File: src/rtl/sha256_digest_uart_tx.sv
// Serialises a 256-bit SHA-256 digest onto an 8N1 UART line, MSB byte first.
// Define SHA256_TX_HEX_ASCII_EN to send a 64-char lowercase hex line plus CR/LF instead of 32 raw bytes.
module sha256_digest_uart_tx #(
    parameter int unsigned CLKS_PER_BIT = 234,
    parameter int unsigned DIGEST_BITS  = 256
) (
    input  logic                   clk,
    input  logic                   rst,
    input  logic                   digest_valid,
    input  logic [DIGEST_BITS-1:0] digest,
    output logic                   digest_ready,
    output logic                   uart_tx,
    output logic                   busy,
    output logic                   done
);

`ifdef SHA256_TX_HEX_ASCII_EN
    localparam int unsigned NUM_FRAMES = 66;
    localparam int unsigned SHIFT_STEP = 4;
    // 66 frames do not fit the 6-bit raw-mode count, so hex mode carries one more bit
    localparam int unsigned BYTE_W     = 7;
`else
    localparam int unsigned NUM_FRAMES = 32;
    localparam int unsigned SHIFT_STEP = 8;
    localparam int unsigned BYTE_W     = 6;
`endif
    localparam int unsigned CNT_W = (CLKS_PER_BIT > 1) ? $clog2(CLKS_PER_BIT) : 1;

    localparam logic [CNT_W-1:0]  BIT_LAST  = CNT_W'(CLKS_PER_BIT - 1);
    localparam logic [BYTE_W-1:0] BYTE_LAST = BYTE_W'(NUM_FRAMES - 1);

    typedef enum logic [1:0] {
        IDLE,
        START,
        DATA,
        STOP
    } state_t;

    state_t               state, state_n;
    logic [CNT_W-1:0]     clk_cnt, clk_cnt_n;
    logic [2:0]           bit_idx, bit_idx_n;
    logic [2:0]           nxt_bit;
    logic [BYTE_W-1:0]    byte_cnt, byte_cnt_n;
    logic [DIGEST_BITS-1:0] shreg;
    logic [7:0]           cur_char;
    logic                 bit_end;
    logic                 tx_n;
    logic                 done_n;
    logic                 load;
    logic                 shift;

`ifdef SHA256_TX_HEX_ASCII_EN
    logic [3:0] nibble;

    always_comb begin
        nibble = shreg[DIGEST_BITS-1 -: 4];
        if (byte_cnt == BYTE_W'(NUM_FRAMES - 2)) begin
            cur_char = 8'h0D;
        end else if (byte_cnt == BYTE_LAST) begin
            cur_char = 8'h0A;
        end else if (nibble < 4'd10) begin
            cur_char = 8'h30 + {4'h0, nibble};
        end else begin
            cur_char = 8'h57 + {4'h0, nibble};
        end
    end
`else
    always_comb begin
        cur_char = shreg[DIGEST_BITS-1 -: 8];
    end
`endif

    assign bit_end      = (clk_cnt == BIT_LAST);
    assign nxt_bit      = bit_idx + 3'd1;
    assign digest_ready = (state == IDLE);
    assign busy         = (state != IDLE);

    // tx_n is the line level for the next cycle, so uart_tx comes straight from a flop
    always_comb begin
        state_n    = state;
        clk_cnt_n  = clk_cnt;
        bit_idx_n  = bit_idx;
        byte_cnt_n = byte_cnt;
        tx_n       = uart_tx;
        done_n     = 1'b0;
        load       = 1'b0;
        shift      = 1'b0;
        unique case (state)
            IDLE: begin
                tx_n = 1'b1;
                if (digest_valid) begin
                    load       = 1'b1;
                    state_n    = START;
                    clk_cnt_n  = '0;
                    bit_idx_n  = '0;
                    byte_cnt_n = '0;
                    tx_n       = 1'b0;
                end
            end
            START: begin
                if (bit_end) begin
                    state_n   = DATA;
                    clk_cnt_n = '0;
                    bit_idx_n = '0;
                    tx_n      = cur_char[0];
                end else begin
                    clk_cnt_n = clk_cnt + 1'b1;
                end
            end
            DATA: begin
                if (bit_end) begin
                    clk_cnt_n = '0;
                    if (bit_idx == 3'd7) begin
                        state_n = STOP;
                        tx_n    = 1'b1;
                    end else begin
                        bit_idx_n = nxt_bit;
                        tx_n      = cur_char[nxt_bit];
                    end
                end else begin
                    clk_cnt_n = clk_cnt + 1'b1;
                end
            end
            STOP: begin
                if (bit_end) begin
                    clk_cnt_n = '0;
                    if (byte_cnt == BYTE_LAST) begin
                        state_n = IDLE;
                        done_n  = 1'b1;
                        tx_n    = 1'b1;
                    end else begin
                        state_n    = START;
                        byte_cnt_n = byte_cnt + 1'b1;
                        shift      = 1'b1;
                        tx_n       = 1'b0;
                    end
                end else begin
                    clk_cnt_n = clk_cnt + 1'b1;
                end
            end
            default: begin
                state_n = IDLE;
                tx_n    = 1'b1;
            end
        endcase
    end

    always_ff @(posedge clk) begin
        if (rst) begin
            state    <= IDLE;
            clk_cnt  <= '0;
            bit_idx  <= '0;
            byte_cnt <= '0;
            shreg    <= '0;
            uart_tx  <= 1'b1;
            done     <= 1'b0;
        end else begin
            state    <= state_n;
            clk_cnt  <= clk_cnt_n;
            bit_idx  <= bit_idx_n;
            byte_cnt <= byte_cnt_n;
            uart_tx  <= tx_n;
            done     <= done_n;
            if (load) begin
                shreg <= digest;
            end else if (shift) begin
                shreg <= shreg << SHIFT_STEP;
            end
        end
    end

endmodule
File: config.mk
export PLATFORM = sky130hd
export DESIGN_NAME = sha256_digest_uart_tx
export DESIGN_NICKNAME = d
export VERILOG_FILES = /design/src/rtl/sha256_digest_uart_tx.sv
export SDC_FILE = /design/constraint.sdc
export NUM_CORES = 1
export LEC_CHECK = 0
export CORE_MARGIN = 2
export CORE_UTILIZATION = 45
export CTS_BUF_LIST = sky130_fd_sc_hd__clkbuf_16
export DETAILED_ROUTE_END_ITERATION = 8
export GPL_TIMING_DRIVEN = 0
export PLACE_DENSITY_LB_ADDON = 0.1
export SETUP_SLACK_MARGIN = 0.2
export SYNTH_ARGS = -nofsm -noshare
export SYNTH_HDL_FRONTEND = slang
export SYNTH_SLANG_ARGS = --single-unit
File: constraint.sdc
create_clock -name clk -period 2.9 [get_ports clk]
set_input_delay 0.29 -clock clk [delete_from_list [all_inputs] [get_ports clk]]
set_output_delay 0.29 -clock clk [all_outputs]
set_load 0.01 [all_outputs]
# Word-level counts from Yosys, hierarchy flattened

Cells that the tools add are included.

Reduce and logical (&&, ||, !) cells: 11
Multiplexer cells: 35
Add/sub/neg operators: 3
Bitwise gates (word level): 2
$lt $le $gt $ge: 1
Equal/unequal tests: 13

Operators with widths:

| operator              | count |
|---|---|
| $mux W256             | 2 |
| $mux W6               | 3 |
| $mux W8               | 2 |
| $pmux W8 S2           | 1 |
| $ne A2 B2 Y1 const B  | 7 |
| $mux W1               | 13 |
| $mux W3               | 4 |
| $pmux W6 S2           | 1 |
| $mux W2               | 5 |
| $reduce_and A5 Y1     | 2 |
| $pmux W3 S3           | 1 |
| $add A8 B1 Y8 const B | 1 |
| $eq A8 B8 Y1 const B  | 1 |
| $pmux W2 S4           | 1 |
| $add A6 B1 Y6 const B | 1 |
| $eq A6 B5 Y1 const B  | 1 |
| $reduce_bool A2 Y1    | 3 |
| $reduce_or A3 Y1      | 2 |
| $eq A2 B2 Y1 const B  | 2 |
| $lt A3 B4 Y1 const B  | 1 |
| $pmux W1 S4           | 1 |
| $reduce_and A4 Y1     | 1 |
| $add A3 B1 Y3 const B | 1 |
| $bmux W1 S3           | 1 |
| other kinds (6)       | 7 |

Register bits after elaboration: 277
Input port bits: 259
Output and inout bits: 4
Word-level logic and storage cells: 72

# Logic depth before layout (Yosys ltp)

Depth after elaboration: 6
Mapped depth: 10
Gate-level depth less buffers: 7

# Worst setup path before layout

OpenSTA, ideal clock, no wires.

Path type: flip-flop to flip-flop
Start point: register state[0]
End point: register shreg[100]
Slack: 839 ps
Path buffers: 4
Library setup time: 89 ps
Required time: 2,811 ps
Arrival: 1,973 ps
Cell stages (with the launch flop): 10
Period minus slack after synthesis: 2,061 ps
Path through: dfxtp_1 inv_1 ha_1 buf_2 and2_1 buf_2 clkbuf_1 clkbuf_1 nand2_1 a311oi_2

Longest elaborated chain between the ends: 3
Elaborated cells between the ends (all ways): 6
Those cells by class: eq/ne (1); mux (3); reduce/logical (2)

RTL lines:

| element                                         | RTL line | source |
|---|---|---|
| from (decl)                                     | 39       | `state_t state, state_n;` |
| from (signal assigned)                          | 158      | `state <= state_n;` |
| $logic_not A2 Y1 *                              | --       |  |
| named net digest_ready                          | 11       | `output logic digest_ready,` |
| $mux W1 *                                       | 88       | `unique case (state)` |
| $mux W256 or $reduce_bool A2 Y1 (tied branches) | --       |  |
| to (signal assigned)                            | 165      | `shreg <= digest;` |
| to (signal assigned)                            | 167      | `shreg <= shreg << SHIFT_STEP;` |
| to (decl)                                       | 44       | `logic [DIGEST_BITS-1:0] shreg;` |

The timed path passes the listed nets; every way through them passes the cells marked *.
A chain may end at the register's enable or synchronous reset.

# Worst setup path after layout

Start point: register state[0]
End point: output port busy

Longest elaborated chain between the ends: 1

RTL lines:

| element            | RTL line | source |
|---|---|---|
| $reduce_bool A2 Y1 | 76       | `assign busy = (state != IDLE);` |
| to (decl)          | 13       | `output logic busy,` |

No other way between the ends.

==> metrics.cfg <==
[outcome]
outcome=complete, no violations

[cts]
clock_latency_ns=0.55
clock_sinks=277
cts_hold_buffers=0
clk_path_buf_depth=3
cts_buffers=30
htreeDepth=1
cts_setup_buffers=0
cts_tree=built
path_clk_slew_ns=0.06
cts_root_buf=clkbuf_16

[power_and_ir_drop]
powerDensity_mw_per_mm2=909
total_power_w=0.0153
p_leak_nw=5.99
max-vdd-ir-drop_uv=524

[logic_synthesis]
synth_cell_types=43
synth.avg_cell_area_um2=8.31
yosysWarnings=0
synth_area_leaders=dfxtp_1 (43%), nand2_1 (15%), a311oi_2 (13%)
synth_cells=1543
synth_edf_count=0
yosysTopAreaCell=dfxtp_1
yosys.area.top_type_share_pct=43.3
async_flop_share_pct=0
syn-num-nets=1812
ys_ff_latch=277
synth_area_mm2=0.0128
synthFlopType=dfxtp_1
ys_seq_area_share_pct=43.3

[timing]
period_needed_ns=2.51
slew-limit-headroom_pct=51.1
tightestPinTransition_ns=0.733
min_period_over_period_pct=86.5
fmax_mhz=398
rsz0062_at_grt=false
hold_viol_final=0
whs_ns=0.257
finClkSkew_ns=0.0223
finalSetupViolCount=0
drv_slew=0

[place]
port_buffers=261
gp_routability_congestion=0.852
post-place-cells=2182
hpwl_mm=27.2

[floorplan]
start_util_pct=45.9
die_area_mm2=0.0298
die_width_um=173
rows=61
ios=263
core-area_mm2=0.0279
dieHeight_um=173

[global_routing]
grt_pass1_vias=11652
grt_max_degree=15
grt_pass1_wl_mm=59.4
grt_usage_pct=23.8
antenna_found_initial=10
grt_overflow=0

[critical_path]
cp_max_fo=10
path_cells=inv_1 > ha_1 > buf_2 > inv_1 > clkdlybuf4s50_1
end_kind=primary output
crit_path_max_incr_delay_ns=0.56
critical_path_class=register to primary output
arrival_ns=2.22
cpMaxStageDelayCell=clkdlybuf4s50_1
path_common_cell=inv_1
crit_required_ns=2.61
critical_path.startpoint_type=register

[drt]
drt-initial-drc-count=817
viasPerCell=5.38
postRouteAntennaNets=0
first_pass_iters=5
wire_per_inst_um=16.5
routed_wl_mm=36.9
drc_errors=0
via_count=12062

[cells_and_area]
fin_util_pct=60.3
instances_no_fill=2243
seqCellArea_mm2=0.00555
nFillCells=2610
final_cell_mix=nand2_1 (503), dfxtp_1 (277), nor2_1 (263)
area_delta_synth_final_pct=31.4
fin_nets=2105
final_common_cell=nand2_1
multi_input_area_mm2=0.00653
final_layout_size_suffix_gt1_share_pct=12.9

[worst_hold_path]
hold_class=input port to register

[job]
maxCapViolations=0

-- registers in the layout, summed over array words and instances, names as in the netlist --
| name | cells |
|---|---|
| uart_tx | 1 |
| shreg | 256 |
| state | 2 |
| done | 1 |
| byte_cnt | 6 |
| clk_cnt | 8 |
| bit_idx | 3 |
-- area by class of cell --
class / instances / share of cell area (%)
multi-input cells: 1117 / 38.7
flip-flops and latches: 277 / 32.9
repair buffers: 261 / 15.5
clock buffers: 31 / 4.61
plain buffers: 144 / 4.49
well taps: 378 / 2.81
clock inverters: 23 / 0.713
inverters: 5 / 0.111
diodes: 7 / 0.104
-- routing by layer --
layer	wire, um	share of wire (%)	track usage (%)
met5	46	0.12	0
met4	434	1.2	4.48
met3	2360	6.4	5.26
met2	17200	47	39.1
met1	16900	46	32.3
-- path summary, 6_finish.rpt --
| check | slack [ns] | to | depth (start not counted) | from |
|---|---|---|---|---|
| setup / recovery | 0.39 | busy | 5 | state[0] |
| hold / removal | 0.26 | shreg[216] | 2 | rst |
| setup reg to reg | 0.42 | shreg[54] | 9 | state[0] |
| hold reg to reg | 0.46 | shreg[195] | 2 | shreg[187] |
-- worst max-delay path, delay by kind of cell (launching register included) --
kind	cells	cell delay, ns
adders and majority gates	1	0.27
buffers and inverters	4	1.04
DFF	1	0.36
-- Yosys cell counts, types with 5 or more instances --
cell / instances
clkbuf_1: 84
buf_2: 35
buf_6: 9
ha_1: 10
a21oi_1: 15
o21ai_0: 8
nand3_1: 6
or3_1: 6
dfxtp_1: 277
nor2_1: 263
and3_1: 5
nand2_1: 503
inv_1: 5
buf_4: 14
nand2b_1: 6
a311oi_1: 138
nor3_1: 5
a311oi_2: 114
a22oi_1: 9
-- cell families after synthesis --
kind of cell             Yosys count  share of synthesized area (%)
AND/OR/NAND/NOR                  803                           24.2
AO/OA/AOI/OAI                    299                           25.1
flip-flops                       277                           43.3
buffers and inverters            149                           5.82
adder cells (fa/ha/maj)           10                          0.976
multiplexers                       5                          0.596
-- power breakdown --
part | switching, W | leakage (nW) | internal (W)
Combinational | 0.00374 | 3.23 | 0.00241
Sequential | 0.000661 | 2.29 | 0.00497
Clock | 0.00153 | 0.471 | 0.00200
Total | 0.00593 | 5.99 | 0.00938
-- what timing repair did --
action / 4_1_cts / 5_1_grt
pin swaps: 0 / 0
resized for setup: 1 / 45
setup endpoints to repair: 100 / 112
hold endpoints to repair: 0 / 0
-- metrics by stage --
stage	TNS, ns	worst slack (ns)	cell area (um^2)
floorplan	0	0.839	12800
global placement	-0.00203	-0.00203	15900
detailed placement	0	0.00974	15900
CTS	0	0.262	16800
global route	0	0.240	16800
finish	0	0.390	16800
No activity file was read; power rests on OpenSTA's default activity.
